$ cat config.mk
export PLATFORM = sky130hd
export DESIGN_NAME = awgn_sample_scheduler
export DESIGN_NICKNAME = d
export VERILOG_FILES = /design/src/rtl/awgn_sample_scheduler.sv
export SDC_FILE = /design/constraint.sdc
export NUM_CORES = 1
export LEC_CHECK = 0
export ABC_AREA = 1
export BUFFER_PORTS_ARGS = -buffer_cell sky130_fd_sc_hd__buf_4
export CAP_MARGIN = 20
export CORE_AREA = 2 2 208 210
export CTS_CLUSTER_SIZE = 24
export DETAILED_ROUTE_END_ITERATION = 8
export DIE_AREA = 0 0 210 212
export PLACE_DENSITY = 0.6
export SLEW_MARGIN = 20
export SYNTH_ARGS = -nofsm -noshare
export SYNTH_HDL_FRONTEND = slang
export SYNTH_SLANG_ARGS = --single-unit
export TNS_END_PERCENT = 30
$ cat constraint.sdc
create_clock -name clk -period 2.02 [get_ports clk]
set_input_delay 0.101 -clock clk [delete_from_list [all_inputs] [get_ports clk]]
set_output_delay 0.101 -clock clk [all_outputs]
set_load 0.03 [all_outputs]
$ cat src/rtl/awgn_sample_scheduler.sv
// Control block in front of the AWGN datapath: owns the URNG seeds, issues one datapath
// evaluation per granted request and hands the resulting sample pair to one of two requesters.
module awgn_sample_scheduler #(
    parameter int DP_LAT = 1,
    parameter int CNT_W  = 32
) (
    input  logic             clk,
    input  logic             reset,
    input  logic             cfg_we,
    input  logic [2:0]       cfg_addr,
    input  logic [31:0]      cfg_wdata,
    output logic             cfg_err,
    output logic [191:0]     seed_bus,
    input  logic [191:0]     seed_next,
    output logic             dp_start,
    input  logic [15:0]      dp_x0,
    input  logic [15:0]      dp_x1,
    input  logic [1:0]       req,
    input  logic [1:0]       rdy,
    output logic [1:0]       vld,
    output logic [15:0]      smp_x0,
    output logic [15:0]      smp_x1,
    output logic             gnt_id,
    output logic             busy,
    output logic [CNT_W-1:0] sample_cnt
);

    typedef enum logic [2:0] {
        S_IDLE,
        S_READY,
        S_ISSUE,
        S_WAIT,
        S_DELIVER
    } state_t;

    state_t     state;
    logic       enable;
    logic       last_gnt;
    logic [3:0] lat_cnt;
    logic       wr_seed;
    logic       wr_ctrl;
    logic       wr_clr;
    logic       rr_pick;

    // Tausworthe components degenerate unless each seed exceeds its minimum.
    function automatic logic seeds_valid(input logic [191:0] s);
        return (s[31:0]    > 32'd1) && (s[63:32]   > 32'd7) && (s[95:64]   > 32'd15) &&
               (s[127:96]  > 32'd1) && (s[159:128] > 32'd7) && (s[191:160] > 32'd15);
    endfunction

    assign wr_seed = cfg_we && (cfg_addr <= 3'd5);
    assign wr_ctrl = cfg_we && (cfg_addr == 3'd6);
    assign wr_clr  = cfg_we && (cfg_addr == 3'd7);
    // A lone request wins outright; on a tie the requester not served last time wins.
    assign rr_pick = (req == 2'b11) ? ~last_gnt : req[1];

    always_ff @(posedge clk) begin
        if (reset) begin
            state      <= S_IDLE;
            enable     <= 1'b0;
            last_gnt   <= 1'b1;
            lat_cnt    <= '0;
            seed_bus   <= '0;
            cfg_err    <= 1'b0;
            dp_start   <= 1'b0;
            vld        <= 2'b00;
            smp_x0     <= '0;
            smp_x1     <= '0;
            gnt_id     <= 1'b0;
            busy       <= 1'b0;
            sample_cnt <= '0;
        end else begin
            cfg_err  <= 1'b0;
            dp_start <= 1'b0;
            if (wr_seed && state != S_IDLE) cfg_err <= 1'b1;
            if (wr_ctrl && !cfg_wdata[0]) enable <= 1'b0;

            case (state)
                S_IDLE: begin
                    if (wr_seed) begin
                        for (int i = 0; i < 6; i++) begin
                            if (cfg_addr == 3'(i)) seed_bus[32*i +: 32] <= cfg_wdata;
                        end
                    end
                    if (wr_ctrl && cfg_wdata[0]) begin
                        if (seeds_valid(seed_bus)) begin
                            enable <= 1'b1;
                            state  <= S_READY;
                        end else begin
                            cfg_err <= 1'b1;
                        end
                    end
                end
                S_READY: begin
                    if (!enable) begin
                        state <= S_IDLE;
                    end else if (req != 2'b00) begin
                        gnt_id   <= rr_pick;
                        dp_start <= 1'b1;
                        busy     <= 1'b1;
                        state    <= S_ISSUE;
                    end
                end
                S_ISSUE: begin
                    seed_bus <= seed_next;
                    lat_cnt  <= 4'(DP_LAT - 1);
                    state    <= S_WAIT;
                end
                S_WAIT: begin
                    if (lat_cnt == 4'd0) begin
                        smp_x0 <= dp_x0;
                        smp_x1 <= dp_x1;
                        vld    <= gnt_id ? 2'b10 : 2'b01;
                        state  <= S_DELIVER;
                    end else begin
                        lat_cnt <= lat_cnt - 4'd1;
                    end
                end
                S_DELIVER: begin
                    if (rdy[gnt_id]) begin
                        vld        <= 2'b00;
                        last_gnt   <= gnt_id;
                        sample_cnt <= sample_cnt + 1'b1;
                        busy       <= 1'b0;
                        state      <= enable ? S_READY : S_IDLE;
                    end
                end
                default: state <= S_IDLE;
            endcase

            // NOTE: placed after the FSM so this later non-blocking write overrides an accept-edge increment.
            if (wr_clr) sample_cnt <= '0;
        end
    end

endmodule
==> impl_metrics.env, run 1 <==
export IMPL_status="complete, no violations"
export IMPL_clock_latency_ps=580
export IMPL_synth_cell_types=39
export IMPL_clockBufferDepth=3
export IMPL_start_util_pct=27.1
export IMPL_async_flop_share_pct=0
export IMPL_pwr_share_clk_pct=41.0
export IMPL_cts_tree="built"
export IMPL_die_h_um=212
export IMPL_drc_errors=0
export IMPL_wl_um=55500
export IMPL_fmax_mhz=528
export IMPL_switching_share_pct=27.9
export IMPL_grtUsageTotal_pct=23.5
export IMPL_dieArea_mm2=0.0445
export IMPL_synth_edf_count=0
export IMPL_via_count=14330
export IMPL_place_hpwl_um=40100
export IMPL_grt_pass1_wl_um=81800
export IMPL_syn_area_per_cell_um2=7.31
export IMPL_power_internal_mw=9.86
export IMPL_die_w_um=210
export IMPL_relSlewSlack_pct=62.8
export IMPL_finalSetupTns_ps=0
export IMPL_min_to="seed_bus[165]$_SDFFE_PP0P_"
export IMPL_reg2reg_to="seed_bus[108]$_SDFFE_PP0P_"
export IMPL_overflow=0
export IMPL_tightestPinTransition_ps=556
export IMPL_fin_skew_ps=15.4
export IMPL_seqPwrFrac_pct=41.4
export IMPL_routed_via_density=4.96
export IMPL_required_ps=2530
export IMPL_synth_area_top_cells="dfxtp_1, nand2_1, a31oi_1"
export IMPL_pre_cts_ws_ps=93.9
export IMPL_first_iter_violations=1173
export IMPL_powerDensity_mw_per_mm2=698
export IMPL_final_cell_mix="buf_4, nand2_1, dfxtp_1"
export IMPL_finalNetCount=2587
export IMPL_setup_ws_ps=128
export IMPL_port_buffers=527
export IMPL_ys_seq_area_share_pct=47.0
export IMPL_grt_antenna_before_repair=4
export IMPL_hold_violations=0
export IMPL_rsz0062_at_grt="no"
export IMPL_yosys_warnings=0
export IMPL_p_sw_mw=3.82
export IMPL_r2r_setup_slack_ps=130
export IMPL_hold_class="input port to flop"
export IMPL_grt_pass1_vias=13820
export IMPL_critPathKind="flop to flop"
export IMPL_power_mw=13.7
export IMPL_area_delta_synth_final_pct=69.8
export IMPL_synth_cells=1578
export IMPL_critPathLaunchType="flop"
export IMPL_worstReg2RegStart="state[1]$_SDFFE_PP0P_"
export IMPL_finalCritPeriodShare_pct=93.7
export IMPL_post_cts_buffers=0
export IMPL_ant_nets=0
export IMPL_arrival_ps=2400
export IMPL_gp_congestion=0.910
export IMPL_clock_sinks=271
export IMPL_ir_drop_v=0.000582
export IMPL_design_core_area_mm2=0.0425
export IMPL_drv_cap=0
export IMPL_cp_max_fo=113
export IMPL_rr_worst_depth=6
export IMPL_ios=528
export IMPL_rows=76
export IMPL_layout_commonest_cell="buf_4"
export IMPL_synthFlopType="dfxtp_1"
export IMPL_synth_top_cell_area_share_pct=47.0
export IMPL_endpoint_kind="flop"
export IMPL_finalSetupViolCount=0
export IMPL_fin_crit_ps=1890
export IMPL_fill_cells=4137
export IMPL_p_leak_nw=8.54
export IMPL_synthesis_area_mm2=0.0115
export IMPL_drive_gt1_share_pct=27.6
export IMPL_htreeDepth=1
export IMPL_fin_hold_ws_ps=36.6
export IMPL_slew_violations=0
export IMPL_ys_ff_latch=271
export IMPL_cts_buffers=31
export IMPL_synth_largest_area_cell="dfxtp_1"
export IMPL_syn_nets=1847
export IMPL_cts_root_buf="clkbuf_16"
export IMPL_wl_per_cell_um=19.2
export IMPL_cts_clk_slew_worst_paths_ps=60
export IMPL_combPwrFrac_pct=17.6
export IMPL_grt_max_degree=114
export IMPL_hold_start="cfg_wdata[5]"
export IMPL_hold_depth=3
export IMPL_first_pass_iters=6
power groups by stage:
stage,Sequential [mW],Combinational [mW],Clock (mW)
floorplan,6.05,0.628,0
global placement,5.77,2.01,0
detailed placement,5.77,2.01,0
CTS,5.65,2.40,5.74
global route,5.67,2.56,5.94
finish,5.66,2.41,5.61
state kept, by name (all words and copies together), names as in the netlist:
| name | cells |
|---|---|
| seed_bus | 192 |
| sample_cnt | 32 |
| smp_x0 | 16 |
| smp_x1 | 16 |
| lat_cnt | 4 |
| state | 3 |
| vld | 2 |
| busy | 1 |
| cfg_err | 1 |
| dp_start | 1 |
| enable | 1 |
| gnt_id | 1 |
| last_gnt | 1 |
worst max-delay path by stage:
stage | startpoint | to | slack [ps]
after floorplan | sample_cnt[11]$_SDFFE_PP0P_ | sample_cnt[26]$_SDFFE_PP0P_ | 190
after global placement | state[2]$_SDFFE_PP0P_ | seed_bus[148]$_SDFFE_PP0P_ | 110
after detailed placement | state[2]$_SDFFE_PP0P_ | seed_bus[148]$_SDFFE_PP0P_ | 90
after CTS | state[2]$_SDFFE_PP0P_ | seed_bus[148]$_SDFFE_PP0P_ | 90
after global routing | state[1]$_SDFFE_PP0P_ | seed_bus[174]$_SDFFE_PP0P_ | 2
final | state[1]$_SDFFE_PP0P_ | seed_bus[108]$_SDFFE_PP0P_ | 130
what timing repair did:
action                                 CTS  global route
hold buffers                           240             0
endpoints found under the hold margin  234             0
gates resized for setup                  0             2
setup endpoints to repair                0            35
kinds of logic (layout without fill, tap and decap cells):
logic type | count (synthesis) | count (layout) | synth area share, %
flip-flops | 271 | 271 | 47.0
adder cells (fa/ha/maj) | 3 | 3 | 0.325
AND/OR/NAND/NOR | 666 | 666 | 23.3
other | 0 | 3 | 0
XOR/XNOR | 10 | 10 | 0.759
AO/OA/AOI/OAI | 469 | 469 | 22.6
buffers and inverters | 159 | 924 | 6.03
cells in the mapped netlist, types with 3 or more instances:
master    instances
or2_2             3
xnor2_1           7
clkbuf_1         56
ha_1              3
nor3b_1           3
buf_6             4
nand3_1          16
buf_2            27
a21oi_1          29
nand2_1         363
dfxtp_1         271
inv_1            48
nor3_1           14
nor4_1            3
xor2_1            3
o21ai_0          57
nand4_1          11
buf_4             9
nor2_1          235
o21ai_1         184
a31oi_1         193
nor3_4            3
nand3_2           3
inv_2            12
critical path: stages (launching register included):
cell	delay (ps)
dfxtp_1	340
inv_2	80
nor3_4	320
buf_4	190
buf_12	380
nand2_1	220
a31oi_1	200
layer usage:
layer	up-vias	wire (um)	part of all wire [%]	track usage [%]
met3	161	3290	5.9	3.38
met1	6633	22700	41	28.7
met2	630	26500	48	40.5
met5	-	11	0.020	0
li1	6904	-	-	-
met4	2	2900	5.2	11.9
final cells by class:
cell class	count	area [um^2]	area share, %
repair buffers	804	6800	34.7
multi-input cells	1148	5430	27.7
flip-flops and latches	271	5430	27.7
clock buffers	46	912	4.66
well taps	546	683	3.49
inverters	62	239	1.22
clock inverters	12	97.6	0.498
diodes	3	7.51	0.0383
per-stage QoR:
| step | instance area [um^2] | utilization [%] | cells |
|---|---|---|---|
| after floorplan | 11500 | - | 1578 |
| after global routing | 19600 | 46.1 | 2892 |
| final | 19600 | 46.1 | 2892 |
| after CTS | 19600 | 46.1 | 2889 |
| after detailed placement | 16200 | 38.0 | 2591 |
| after global placement | 16200 | 38.0 | 2591 |
Power figures use the tool's default switching activity.
==> run 2, diff against run 1 <==
Settings changed: REMOVE_ABC_BUFFERS set to 1.
==> impl_metrics.env, run 2 (synthesis gave the netlist of run 1 again) <==
export IMPL_utilization_pct=46.7
export IMPL_area_delta_synth_final_pct=72.0
export IMPL_cpMaxStageDelayCell="dfxtp_1"
export IMPL_drive_gt1_share_pct=27.7
export IMPL_finalSetupTns_ps=0
export IMPL_relSlewSlack_pct=68.6
export IMPL_critPathMaxStageDelay_ps=470
export IMPL_largestRegisters="seed_bus x192, sample_cnt x32"
export IMPL_routed_via_density=4.97
export IMPL_fin_hold_ws_ps=39.6
export IMPL_grt_max_degree=92
export IMPL_ant_nets=0
export IMPL_fin_crit_ps=1840
export IMPL_status="complete, no violations"
export IMPL_layout_commonest_cell="buf_4"
export IMPL_clock_sinks=271
export IMPL_gp_congestion=0.898
export IMPL_drv_cap=0
export IMPL_clockBufferDepth=3
export IMPL_largest_register_ffs=192
export IMPL_p_leak_nw=8.65
export IMPL_finalNetCount=2607
export IMPL_cts_root_buf="clkbuf_16"
export IMPL_worstReg2RegStart="state[2]$_SDFFE_PP0P_"
export IMPL_cts_tree="built"
export IMPL_required_ps=2470
export IMPL_grt_pass1_vias=14160
export IMPL_placement_cell_area_mm2=0.0162
export IMPL_design_core_area_mm2=0.0425
export IMPL_drc_errors=0
export IMPL_grt_pass1_wl_um=80600
export IMPL_first_pass_iters=5
export IMPL_path_common_cell="nand2_2"
export IMPL_htreeDepth=1
export IMPL_slew_violations=0
export IMPL_cp_max_fo=5
export IMPL_dpl_cell_count=2592
export IMPL_wl_per_cell_um=18.6
export IMPL_port_buffers=527
export IMPL_finalCritPeriodShare_pct=91.0
export IMPL_crit_chain="nand3_2 -> inv_2 -> nand2_2 -> clkinv_2 -> nand2_2 -> nor3_4 -> nand2_1 -> nor2_1 -> inv_1 -> o21ai_1 -> a21oi_1"
export IMPL_critPathKind="flop to flop"
export IMPL_cts_clk_slew_worst_paths_ps=60
export IMPL_ios=528
export IMPL_wl_um=54100
export IMPL_final_cell_mix="buf_4, nand2_1, dfxtp_1"
export IMPL_place_hpwl_um=38000
export IMPL_hold_start="cfg_wdata[10]"
export IMPL_power_mw=14.0
export IMPL_grt_antenna_before_repair=3
export IMPL_hold_violations=0
export IMPL_setup_ws_ps=181
export IMPL_powerDensity_mw_per_mm2=704
export IMPL_cts_buffers=31
export IMPL_regMostFlops="seed_bus"
export IMPL_die_w_um=210
export IMPL_rsz0062_at_grt="no"
export IMPL_fin_skew_ps=7.42
export IMPL_ir_drop_v=0.000593
export IMPL_finalSetupViolCount=0
export IMPL_fin_cells=2910
export IMPL_pre_cts_ws_ps=49.8
export IMPL_hold_class="input port to flop"
export IMPL_fill_cells=4066
export IMPL_first_iter_violations=1088
export IMPL_die_h_um=212
export IMPL_dieArea_mm2=0.0445
export IMPL_critPathLaunchType="flop"
export IMPL_start_util_pct=27.1
export IMPL_rows=76
export IMPL_via_count=14451
export IMPL_fmax_mhz=544
export IMPL_critPathLaunch="state[2]$_SDFFE_PP0P_"
export IMPL_tightestPinTransition_ps=471
export IMPL_grtUsageTotal_pct=23.1
export IMPL_overflow=0
export IMPL_clock_latency_ps=570
export IMPL_endpoint_kind="flop"
export IMPL_finalInstanceArea_mm2=0.0198
export IMPL_arrival_ps=2290
[run 2: cell count changes in the layout (fill, tap and decap cells not counted), moves of 2 or more]
cell | before | now
dfxtp_1 | 271 | 269
inv_6 | 3 | 1
nor2_2 | 2 | 7
dfxtp_2 | 0 | 2
dlygate4sd3_1 | 240 | 259
nor2_1 | 235 | 230
bufinv_16 | 1 | 3
[run 2: per-layer routing]
metal	track usage [%]	vias up	routed length, um
li1	-	6928	-
met1	27.8	6823	22300
met2	40.4	579	26100
met3	4.43	119	3340
met4	9.59	2	2350
met5	0	-	13
[run 2: critical path, delay by kind of cell (launching register included)]
kind / cells / cell delay [ps]
AND/OR/NAND/NOR: 6 / 810
buffers and inverters: 3 / 270
AO/OA/AOI/OAI: 2 / 180
flip-flops: 1 / 470
[run 2: report_power, final]
part | switching, mW | internal, mW | total (mW) | leakage (nW)
Combinational | 1.30 | 1.13 | 2.44 | 5.93
Clock | 2.37 | 3.52 | 5.88 | 0.524
Sequential | 0.141 | 5.51 | 5.65 | 2.19
Total | 3.81 | 10.2 | 14.0 | 8.65
[run 2: worst paths after layout]
path	endpoint	slack, ps	cells past startpoint
worst max-delay path	sample_cnt[11]$_SDFFE_PP0P_	180	11
worst min-delay path	seed_bus[106]$_SDFFE_PP0P_	40	3
worst max register to register	sample_cnt[11]$_SDFFE_PP0P_	180	11
worst min register to register	sample_cnt[20]$_SDFFE_PP0P_	470	2
[run 2: layout make-up]
type | instances | area (um^2) | share of cell area (%)
Multi-Input combinational cell | 1148 | 5440 | 27.4
Antenna cell | 2 | 5.00 | 0.0252
Clock buffer | 46 | 922 | 4.65
Clock inverter | 11 | 136 | 0.687
Sequential cell | 271 | 5430 | 27.3
Timing Repair Buffer | 824 | 7000 | 35.2
Inverter | 62 | 239 | 1.20
Tap cell | 546 | 683 | 3.44
[run 2: what timing repair did]
| action | in CTS | in global routing |
|---|---|---|
| setup buffers | 0 | 0 |
| hold buffers | 259 | 0 |
| resized for setup | 0 | 8 |
| setup endpoints to repair | 0 | 6 |
| hold endpoints to repair | 233 | 0 |
